--- config.mk ---
export PLATFORM = sky130hd
export DESIGN_NAME = gpio_pinmux_ctrl_flat
export DESIGN_NICKNAME = d
export VERILOG_FILES = /design/src/rtl/gpio_pinmux_ctrl_if.sv /design/src/rtl/gpio_pinmux_ctrl.sv /design/src/flat_wrapper.sv
export SDC_FILE = /design/constraint.sdc
export NUM_CORES = 1
export LEC_CHECK = 0
export ABC_AREA = 1
export CORE_MARGIN = 2
export CORE_UTILIZATION = 52
export DETAILED_ROUTE_END_ITERATION = 16
export PLACE_DENSITY = 0.87
export SLEW_MARGIN = 20
export SYNTH_ARGS = -nofsm -noshare
export SYNTH_HDL_FRONTEND = slang
export SYNTH_SLANG_ARGS = --single-unit
--- constraint.sdc ---
create_clock -name clk -period 1.4 [get_ports clk]
set_input_delay 0.28 -clock clk [delete_from_list [all_inputs] [get_ports clk]]
set_output_delay 0.28 -clock clk [all_outputs]
set_load 0.02 [all_outputs]
--- src/rtl/gpio_pinmux_ctrl_if.sv ---
// -----------------------------------------------------------------------------
// gpio_pinmux_ctrl_if
//
// Register bus between a host and gpio_pinmux_ctrl.
//
//   bus_addr  [2:0]       register address (read and write)
//   wr_en                 write strobe, at most one write per cycle
//   wr_data   [WIDTH-1:0] write data
//   rd_en                 read strobe
//   rd_data   [WIDTH-1:0] registered read data, valid the cycle after rd_en
//
// Modports:
//   master - the host side, drives address/strobes/write data
//   slave  - the register block, returns read data
// -----------------------------------------------------------------------------
interface gpio_pinmux_ctrl_if #(
    parameter int WIDTH = 16
);
    logic [2:0]       bus_addr;
    logic             wr_en;
    logic [WIDTH-1:0] wr_data;
    logic             rd_en;
    logic [WIDTH-1:0] rd_data;

    modport master (
        output bus_addr,
        output wr_en,
        output wr_data,
        output rd_en,
        input  rd_data
    );

    modport slave (
        input  bus_addr,
        input  wr_en,
        input  wr_data,
        input  rd_en,
        output rd_data
    );
endinterface

--- src/rtl/gpio_pinmux_ctrl.sv ---
// -----------------------------------------------------------------------------
// gpio_pinmux_ctrl
//
// GPIO block with per-pin peripheral muxing, input synchronisation, rising
// edge interrupts and an optional FUNC lock.
//
// Parameters:
//   WIDTH        number of pins (1..32)
//   SYNC_STAGES  depth of the pad input synchroniser (2..4)
//
// Ports:
//   clk            single clock, all state updates on the rising edge
//   rst_n          synchronous reset, active low
//   bus            register bus (slave modport of gpio_pinmux_ctrl_if)
//   periph_out     per-pin peripheral output value
//   periph_oe      per-pin peripheral output enable
//   gpio_pins_in   asynchronous pad inputs
//   gpio_pins_out  pad output values
//   gpio_pins_oe   pad output enables
//   periph_in      synchronised pad inputs for the peripherals
//   irq            level interrupt, registered
//
// Register map:
//   0 OUT       rw, bits owned by a peripheral (FUNC=1) hold on write
//   1 DIR       rw, 1 = output, same write protection as OUT
//   2 FUNC      rw, 1 = pin owned by the peripheral
//   3 IRQ_EN    rw
//   4 IRQ_STAT  read, write-1-to-clear; a coincident edge wins over the clear
//   5 IN        ro, synchronised pad values
//   6 LOCK      bit 0, only present when GPIO_PINMUX_LOCK_EN is defined;
//               once set, LOCK and FUNC ignore writes until reset.
//               Without the macro it reads 0 and ignores writes.
//   7 reserved, reads 0, writes ignored
//
// Compile-time option: `define GPIO_PINMUX_LOCK_EN to build in LOCK.
// -----------------------------------------------------------------------------
module gpio_pinmux_ctrl #(
    parameter int WIDTH       = 16,
    parameter int SYNC_STAGES = 2
) (
    input  logic                 clk,
    input  logic                 rst_n,
    gpio_pinmux_ctrl_if.slave    bus,
    input  logic [WIDTH-1:0]     periph_out,
    input  logic [WIDTH-1:0]     periph_oe,
    input  logic [WIDTH-1:0]     gpio_pins_in,
    output logic [WIDTH-1:0]     gpio_pins_out,
    output logic [WIDTH-1:0]     gpio_pins_oe,
    output logic [WIDTH-1:0]     periph_in,
    output logic                 irq
);

    localparam logic [2:0] ADDR_OUT      = 3'd0;
    localparam logic [2:0] ADDR_DIR      = 3'd1;
    localparam logic [2:0] ADDR_FUNC     = 3'd2;
    localparam logic [2:0] ADDR_IRQ_EN   = 3'd3;
    localparam logic [2:0] ADDR_IRQ_STAT = 3'd4;
    localparam logic [2:0] ADDR_IN       = 3'd5;
    localparam logic [2:0] ADDR_LOCK     = 3'd6;

    localparam int SYNC_BITS = SYNC_STAGES * WIDTH;

    // ---------------------------------------------------------------------
    // State
    // ---------------------------------------------------------------------
    logic [WIDTH-1:0]     out_reg,      out_next;
    logic [WIDTH-1:0]     dir_reg,      dir_next;
    logic [WIDTH-1:0]     func_reg,     func_next;
    logic [WIDTH-1:0]     irq_en_reg,   irq_en_next;
    logic [WIDTH-1:0]     irq_stat_reg, irq_stat_next;
    logic [WIDTH-1:0]     rd_data_reg,  rd_data_next;
    logic                 irq_reg,      irq_next;

    // Synchroniser chain, stage 0 in the low WIDTH bits, last stage on top.
    logic [SYNC_BITS-1:0] sync_reg;
    // Previous synchronised sample for the edge detector.
    logic [WIDTH-1:0]     in_prev_reg;
    // Shift register of ones filled after reset. Its top bit means the
    // edge history holds a real pad sample, so the first synchronised
    // sample after reset never counts as an edge.
    logic [SYNC_STAGES:0] fill_reg;

    logic                 lock_active;
`ifdef GPIO_PINMUX_LOCK_EN
    logic                 lock_reg, lock_next;
    assign lock_active = lock_reg;
`else
    assign lock_active = 1'b0;
`endif

    // ---------------------------------------------------------------------
    // Decoded strobes and derived values
    // ---------------------------------------------------------------------
    logic             wr_out, wr_dir, wr_func, wr_irq_en, wr_irq_stat;
    logic [WIDTH-1:0] in_sync;
    logic             edge_ok;
    logic [WIDTH-1:0] stat_set;
    logic [WIDTH-1:0] stat_clr;
    logic [WIDTH-1:0] rd_mux;

    assign wr_out      = bus.wr_en && (bus.bus_addr == ADDR_OUT);
    assign wr_dir      = bus.wr_en && (bus.bus_addr == ADDR_DIR);
    assign wr_func     = bus.wr_en && (bus.bus_addr == ADDR_FUNC) && !lock_active;
    assign wr_irq_en   = bus.wr_en && (bus.bus_addr == ADDR_IRQ_EN);
    assign wr_irq_stat = bus.wr_en && (bus.bus_addr == ADDR_IRQ_STAT);

    assign in_sync  = sync_reg[SYNC_BITS-1 -: WIDTH];
    assign edge_ok  = fill_reg[SYNC_STAGES];
    assign stat_clr = wr_irq_stat ? bus.wr_data : '0;

    // Per-pin mux and edge qualification.
    genvar gi;
    generate
        for (gi = 0; gi < WIDTH; gi++) begin : g_pin
            assign gpio_pins_out[gi] = func_reg[gi] ? periph_out[gi] : out_reg[gi];
            assign gpio_pins_oe[gi]  = func_reg[gi] ? periph_oe[gi]  : dir_reg[gi];
            // Only GPIO-owned, enabled pins latch an edge into IRQ_STAT.
            assign stat_set[gi] = edge_ok & in_sync[gi] & ~in_prev_reg[gi]
                                & irq_en_reg[gi] & ~func_reg[gi];
        end
    endgenerate

    assign periph_in   = in_sync;
    assign irq         = irq_reg;
    assign bus.rd_data = rd_data_reg;

    // ---------------------------------------------------------------------
    // Read mux (current register values, so a same-cycle write is not seen)
    // ---------------------------------------------------------------------
    always_comb begin
        rd_mux = '0;
        case (bus.bus_addr)
            ADDR_OUT:      rd_mux = out_reg;
            ADDR_DIR:      rd_mux = dir_reg;
            ADDR_FUNC:     rd_mux = func_reg;
            ADDR_IRQ_EN:   rd_mux = irq_en_reg;
            ADDR_IRQ_STAT: rd_mux = irq_stat_reg;
            ADDR_IN:       rd_mux = in_sync;
            ADDR_LOCK:     rd_mux[0] = lock_active;
            default:       rd_mux = '0;
        endcase
    end

    // ---------------------------------------------------------------------
    // Next-state logic
    // ---------------------------------------------------------------------
    always_comb begin
        out_next      = out_reg;
        dir_next      = dir_reg;
        func_next     = func_reg;
        irq_en_next   = irq_en_reg;
        rd_data_next  = rd_data_reg;

        // Peripheral-owned bits keep their stored value on OUT/DIR writes.
        if (wr_out) begin
            out_next = (out_reg & func_reg) | (bus.wr_data & ~func_reg);
        end
        if (wr_dir) begin
            dir_next = (dir_reg & func_reg) | (bus.wr_data & ~func_reg);
        end
        if (wr_func) begin
            func_next = bus.wr_data;
        end
        if (wr_irq_en) begin
            irq_en_next = bus.wr_data;
        end

        // Set is applied after clear so a coincident edge survives W1C.
        irq_stat_next = (irq_stat_reg & ~stat_clr) | stat_set;

        // IRQ_EN masks the output only; IRQ_STAT bits stay set.
        irq_next = |(irq_stat_reg & irq_en_reg);

        if (bus.rd_en) begin
            rd_data_next = rd_mux;
        end
    end

`ifdef GPIO_PINMUX_LOCK_EN
    always_comb begin
        lock_next = lock_reg;
        if (bus.wr_en && (bus.bus_addr == ADDR_LOCK) && bus.wr_data[0]) begin
            lock_next = 1'b1;
        end
    end

    always_ff @(posedge clk) begin
        if (!rst_n) begin
            lock_reg <= 1'b0;
        end else begin
            lock_reg <= lock_next;
        end
    end
`endif

    // ---------------------------------------------------------------------
    // Register updates
    // ---------------------------------------------------------------------
    always_ff @(posedge clk) begin
        if (!rst_n) begin
            out_reg      <= '0;
            dir_reg      <= '0;
            func_reg     <= '0;
            irq_en_reg   <= '0;
            irq_stat_reg <= '0;
            rd_data_reg  <= '0;
            irq_reg      <= 1'b0;
            sync_reg     <= '0;
            in_prev_reg  <= '0;
            fill_reg     <= '0;
        end else begin
            out_reg      <= out_next;
            dir_reg      <= dir_next;
            func_reg     <= func_next;
            irq_en_reg   <= irq_en_next;
            irq_stat_reg <= irq_stat_next;
            rd_data_reg  <= rd_data_next;
            irq_reg      <= irq_next;
            sync_reg     <= {sync_reg[SYNC_BITS-WIDTH-1:0], gpio_pins_in};
            in_prev_reg  <= in_sync;
            fill_reg     <= {fill_reg[SYNC_STAGES-1:0], 1'b1};
        end
    end

endmodule

--- src/flat_wrapper.sv ---
// flat-port wrapper written by rule: the top's interface ports become plain ports
module gpio_pinmux_ctrl_flat 
#(
    parameter int WIDTH       = 16,
    parameter int SYNC_STAGES = 2
)
  (clk, rst_n, periph_out, periph_oe, gpio_pins_in, gpio_pins_out, gpio_pins_oe, periph_in, irq, bus_bus_addr, bus_wr_en, bus_wr_data, bus_rd_en, bus_rd_data);
  gpio_pinmux_ctrl_if #(.WIDTH(WIDTH)) bus_i ();
  input  logic clk;
  input  logic rst_n;
  input  logic [WIDTH-1:0] periph_out;
  input  logic [WIDTH-1:0] periph_oe;
  input  logic [WIDTH-1:0] gpio_pins_in;
  output logic [WIDTH-1:0] gpio_pins_out;
  output logic [WIDTH-1:0] gpio_pins_oe;
  output logic [WIDTH-1:0] periph_in;
  output logic irq;
  input wire logic [$bits(bus_i.bus_addr)-1:0] bus_bus_addr;
  input wire logic [$bits(bus_i.wr_en)-1:0] bus_wr_en;
  input wire logic [$bits(bus_i.wr_data)-1:0] bus_wr_data;
  input wire logic [$bits(bus_i.rd_en)-1:0] bus_rd_en;
  output wire logic [$bits(bus_i.rd_data)-1:0] bus_rd_data;
  assign bus_i.bus_addr = bus_bus_addr;
  assign bus_i.wr_en = bus_wr_en;
  assign bus_i.wr_data = bus_wr_data;
  assign bus_i.rd_en = bus_rd_en;
  assign bus_rd_data = bus_i.rd_data;
  gpio_pinmux_ctrl #(.WIDTH(WIDTH), .SYNC_STAGES(SYNC_STAGES)) u_core (.clk(clk), .rst_n(rst_n), .bus(bus_i), .periph_out(periph_out), .periph_oe(periph_oe), .gpio_pins_in(gpio_pins_in), .gpio_pins_out(gpio_pins_out), .gpio_pins_oe(gpio_pins_oe), .periph_in(periph_in), .irq(irq));
endmodule
**Word level (Yosys, flattened, before mapping)**

Index checks and enable logic that the tools add are counted.

- Memories: 0
- Memory bits (read-only): 0
- Latch bits: 0
- Bits of input ports: 71
- Word-level logic and storage cells: 165
- Memory bits (writable): 0
- Register bits: 148
- Output and inout bits: 65

- Divide/modulo/power cells: 0
- Shift operators: 0
- $add $sub $neg: 0
- Equality and inequality tests: 5
- Muxes and demuxes: 36
- $mul: 0
- Bitwise gates (word level): 106
- Order comparisons: 0
- Reduce and logical (&&, ||, !) cells: 7

Operators by type and width:

| cell | count |
|---|---|
| 15-bit one-hot mux with 6 select lines | 1 |
| 16-bit AND | 5 |
| 1-bit AND | 64 |
| 16-bit bitwise OR | 3 |
| 1-bit 2-to-1 mux | 33 |
| 1-bit NOT | 32 |
| 16-bit NOT | 2 |
| 16-bit 2-to-1 mux | 1 |
| 16-bit OR reduction | 1 |
| 3-bit by 2-bit equality test with 1-bit output, second input constant | 2 |
| 3-bit equality test, second input constant | 2 |
| 1-bit one-hot mux with 6 select lines | 1 |
| 1-bit logical AND | 5 |
| 3-bit by 1-bit equality test with 1-bit output, second input constant | 1 |
| 3-bit logical NOT | 1 |

**Longest topological paths before layout**

- Depth in word-level cells: 6
- Gate-level depth with buffers: 10
- Mapped depth without buffers: 8

**Least setup slack after synthesis**

No wires, ideal clock.

- Kind: input-to-reg
- Start point: input port bus_bus_addr[0]
- End point: register with a tool-made name
- Slack: 0.094 ns
- Stages: 9
- Required time: 1.284 ns
- Setup time: 0.116 ns
- Arrival: 1.189 ns
- Path buffers: 2
- Path through: buf_4 -> inv_2 -> nor2_8 -> nand2_2 -> nor2_4 -> buf_6 -> nand2_1 -> o21ai_1 -> a21oi_1

RTL lines:

| element | line | RTL |
|---|---|---|
| from (decl) | flat_wrapper.sv:18 | `input wire logic [$bits(bus_i.bus_addr)-1:0] bus_bus_addr;` |

**Worst setup path after layout**

- Start point: register u_core.func_reg[8]
- End point: output port gpio_pins_oe[8]

- Cells in the longest elaborated chain, start to end: 1

RTL lines:

| element | line | RTL |
|---|---|---|
| from (decl) | gpio_pinmux_ctrl.sv:68 | `logic [WIDTH-1:0] func_reg, func_next;` |
| from (signal assigned) | gpio_pinmux_ctrl.sv:214 | `func_reg <= func_next;` |
| 1-bit 2-to-1 mux | gpio_pinmux_ctrl.sv:116 | `assign gpio_pins_oe[gi] = func_reg[gi] ? periph_oe[gi] : dir_reg[gi];` |
| to (decl) | flat_wrapper.sv:15 | `output logic [WIDTH-1:0] gpio_pins_oe;` |

Every way passes these cells.

==> impl_results.md <==
- Combinational cell fraction of total power: 12.9%
- Avg Synthesized Cell Area: 6.88 sq um
- Main combinational cell family by area after synthesis: simple AND/OR/NAND/NOR gates
- FF+latch count, synth: 148
- Register area share after synthesis: 44.1%
- Critical path peak fanout: 6
- Hold WS: 0.322 ns
- Routed vias/inst: 5.57
- Pint: 7.73 mW
- Slew @ Worst Pin: 0.395 ns
- Io pins: 136
- Critical path, cell by cell: nand2_2 -> o21ai_1 -> buf_4
- Post-DP HPWL: 14600 um
- Worst path bufs/invs: 1
- Main synth FF type: dfxtp_1
- Clock Skews: 0.00902 ns
- Aggregate global routing overflow: 0
- Worst r2r src: u_core.func_reg[13]
- Status: complete, but fails checks
- WP data required: 1.12 ns
- Final Setup Violations: 1
- Die area: 13800 sq um
- Top cells by area, synth: dfxtp_1 44%, nand2_1 13%, inv_1 8.4%
- Initial antenna violation count: 2
- CTS clk-pin slew, worst paths: 0.06 ns
- CP endpoint kind: primary output
- Pre-CTS setup slack: -0.505 ns
- Worst Hold Class: in2reg
- NumNets Final: 1264
- Share of layout cells above drive strength 1: 25.5%
- Starting Density: 53.3%
- Synth Area in Simple Gates: 26.1%
- XOR/XNOR Fraction of Synth Area: 0%
- Cts bufs inserted: 17
- Wirelength per Cell: 16.8 um
- Hold path startpoint: rst_n
- Die W: 118 um
- Seq pwr share: 43.1%
- Fin util: 76.9%
- Multiplexer share of the synthesized area: 0%
- Final worst slack: -0.00175 ns
- First-pass GRT wire length: 34800 um
- Gp weighted congestion: 0.993
- Largest net degree at the start of global routing: 77
- YS warnings: 0
- Switching share of power: 24.8%
- Vias in the first global route: 7012
- Layout overhead on the synthesized area: 44.5%
- DP Area: 8880 sq um
- RSZ-0062 raised after global routing: yes
- Synth top cells by count: 241 x nand2_1, 151 x inv_1, 148 x dfxtp_1, 95 x a21oi_1, 94 x o21ai_0
- Synthesized Nets: 1048
- 1st-pass router iterations: 6
- Multi-input gate area: 2900 sq um
- Type of origin of the critical path: register
- Failing checks: setup timing
- CTS HTree Levels: 4
- Final Power: 10.3 mW
- Post-synth EDFFs: 0
- Net switching power: 2.56 mW
- Post-Synth Adder-Cell Area: 0%
- Slowest stage delay, CP: 0.41 ns
- Rows: 41
- Synth top area share: 44.1%
- Min-Delay Path Depth: 3
- Reg2reg path depth: 8
- Pwr Density: 1060 nW/um^2
- Crit Path Class: reg2out
- DRC violations left: 0
- Final worst-path cycle share: 100%
- Fill cells: 818
- Final Max Tran Viols: 0
- Leakage: 4.54 nW
- Design area: 9710 sq um
- Final WL: 23200 um
- F_max: 713 MHz
- Cell with the most instances after synthesis: nand2_1
- Reg area: 3060 sq um
- Asr flop ratio synth: 0%
- Gr usage total: 31.5%
- Fin crit period: 1.40 ns
- Post-synth cell types: 20
- Clk pwr share: 44.0%
- Mapped Area: 6720 sq um
- Max VDD drop: 0.000732 V
- Vias: 7678
- Max-cap violations: 0
- CP max stage cell: dfxtp_4
- Port buffer count: 135
- Post-synthesis cell count: 977
- Post-synth top area cell: dfxtp_1
- Antenna viol nets, final: 0
- Worst rel slew slack: 73.7%
- Detailed Route Iter0 Violations: 1109
- Root buffer cell: clkbuf_16
- Top delay family on crit path: flip-flops
- CTS sink cnt: 148
- Fin. Hold Viols: 0
- Die H: 118 um
- Clock buffer depth: 2
- Arrival time at the worst endpoint: 1.12 ns
- FF-to-FF setup slack: 0.08 ns
- Hold Path Sink: u_core.irq_stat_reg[13]
- Post-synthesis compound-gate area fraction: 15.6%
- Reg-to-Reg End: u_core.bus.rd_data[13]
- Cts hold-fix bufs: 0
- Clk_lat worst skew: 0.43 ns
- CTS tree: yes
- Core region area: 12600 sq um
==> cell type report <==
cell class | instances | share of cell area, %
multi-input cells | 607 | 29.9
repair buffers | 265 | 24.3
well taps | 172 | 2.22
clock buffers | 23 | 5.03
diodes | 2 | 0.0515
clock inverters | 8 | 1.03
flip-flops and latches | 148 | 31.5
inverters | 154 | 5.98
==> cell usage in the layout, fill, tap and decap left out, types with 3 or more instances in the layout <==
cell,count
nand4_1,38
clkdlybuf4s15_1,12
buf_12,10
inv_1,139
a21oi_1,95
buf_2,10
clkbuf_8,4
buf_6,10
clkbuf_16,17
nor2_4,3
dfxtp_2,31
buf_4,136
nand2_1,227
clkbuf_2,7
nand3_1,80
dlygate4sd2_1,9
inv_2,14
clkdlybuf4s15_2,5
o21ai_1,38
nand2_2,15
nor2_1,31
o21ai_0,59
o21ai_2,14
clkdlybuf4s50_1,65
clkinvlp_4,4
dfxtp_1,101
dfxtp_4,16
==> power groups by stage <==
| stage | clock [mW] | sequential [mW] | combinational [mW] |
|---|---|---|---|
| after CTS | 4.54 | 4.44 | 1.23 |
| after global routing | 4.74 | 4.45 | 1.40 |
| after floorplan | 0 | 4.51 | 0.553 |
| after detailed placement | 0 | 4.52 | 1.23 |
| after global placement | 0 | 4.52 | 1.21 |
| final | 4.53 | 4.43 | 1.32 |
==> per-layer routing <==
metal	global-route usage [%]	wire [um]	share of wire, %
met2	48.3	10400	45
met5	0	0	0
met1	38.7	8590	37
met3	10.1	2810	12
met4	18.5	1390	6.0
==> cells by family (layout without fill, tap and decap cells) <==
kind of cell,Yosys count,in the layout
DFF,148,148
other,0,2
buffers and inverters,222,450
and+or+nand+nor,398,398
AOI/OAI and AO/OA,209,209
==> worst max-delay path by stage <==
| stage | start | to | slack [ns] | cells after the start |
|---|---|---|---|---|
| 6_report | u_core.func_reg[8] | gpio_pins_oe[8] | -0.002 | 3 |
| 5_1_grt | register | gpio_pins_out[8] | -0.04 | 3 |
| 4_1_cts | register | gpio_pins_out[8] | -0.06 | 3 |
| 3_5_place_dp | bus_bus_addr[2] | register | -0.50 | 9 |
| 3_3_place_gp | bus_bus_addr[2] | register | -0.42 | 9 |
| 2_1_floorplan | bus_bus_addr[0] | register | 0.09 | 9 |
==> worst register-to-register path, delay by kind of cell (launching register included) <==
kind	cells	cell delay, ns
buf+inv	2	0.27
compound gates	1	0.06
flops	1	0.36
simple gates	5	0.51
==> stage by stage <==
| stage | TNS, ns | cells |
|---|---|---|
| after floorplan | 0 | 977 |
| after global routing | -0.192 | 1378 |
| after CTS | -0.0702 | 1370 |
| final | -0.00175 | 1379 |
| after global placement | -43.17 | 1330 |
| after detailed placement | -48.61 | 1330 |
==> what timing repair did <==
| item | CTS | global route |
|---|---|---|
| endpoints found under the hold margin | 0 | 0 |
| setup endpoints to repair | 74 | 50 |
| setup buffers | 8 | 7 |
| pin swaps | 5 | 10 |
| gates cloned | 1 | 0 |
| resized for setup | 309 | 115 |
(Power assumes the default switching activity.)
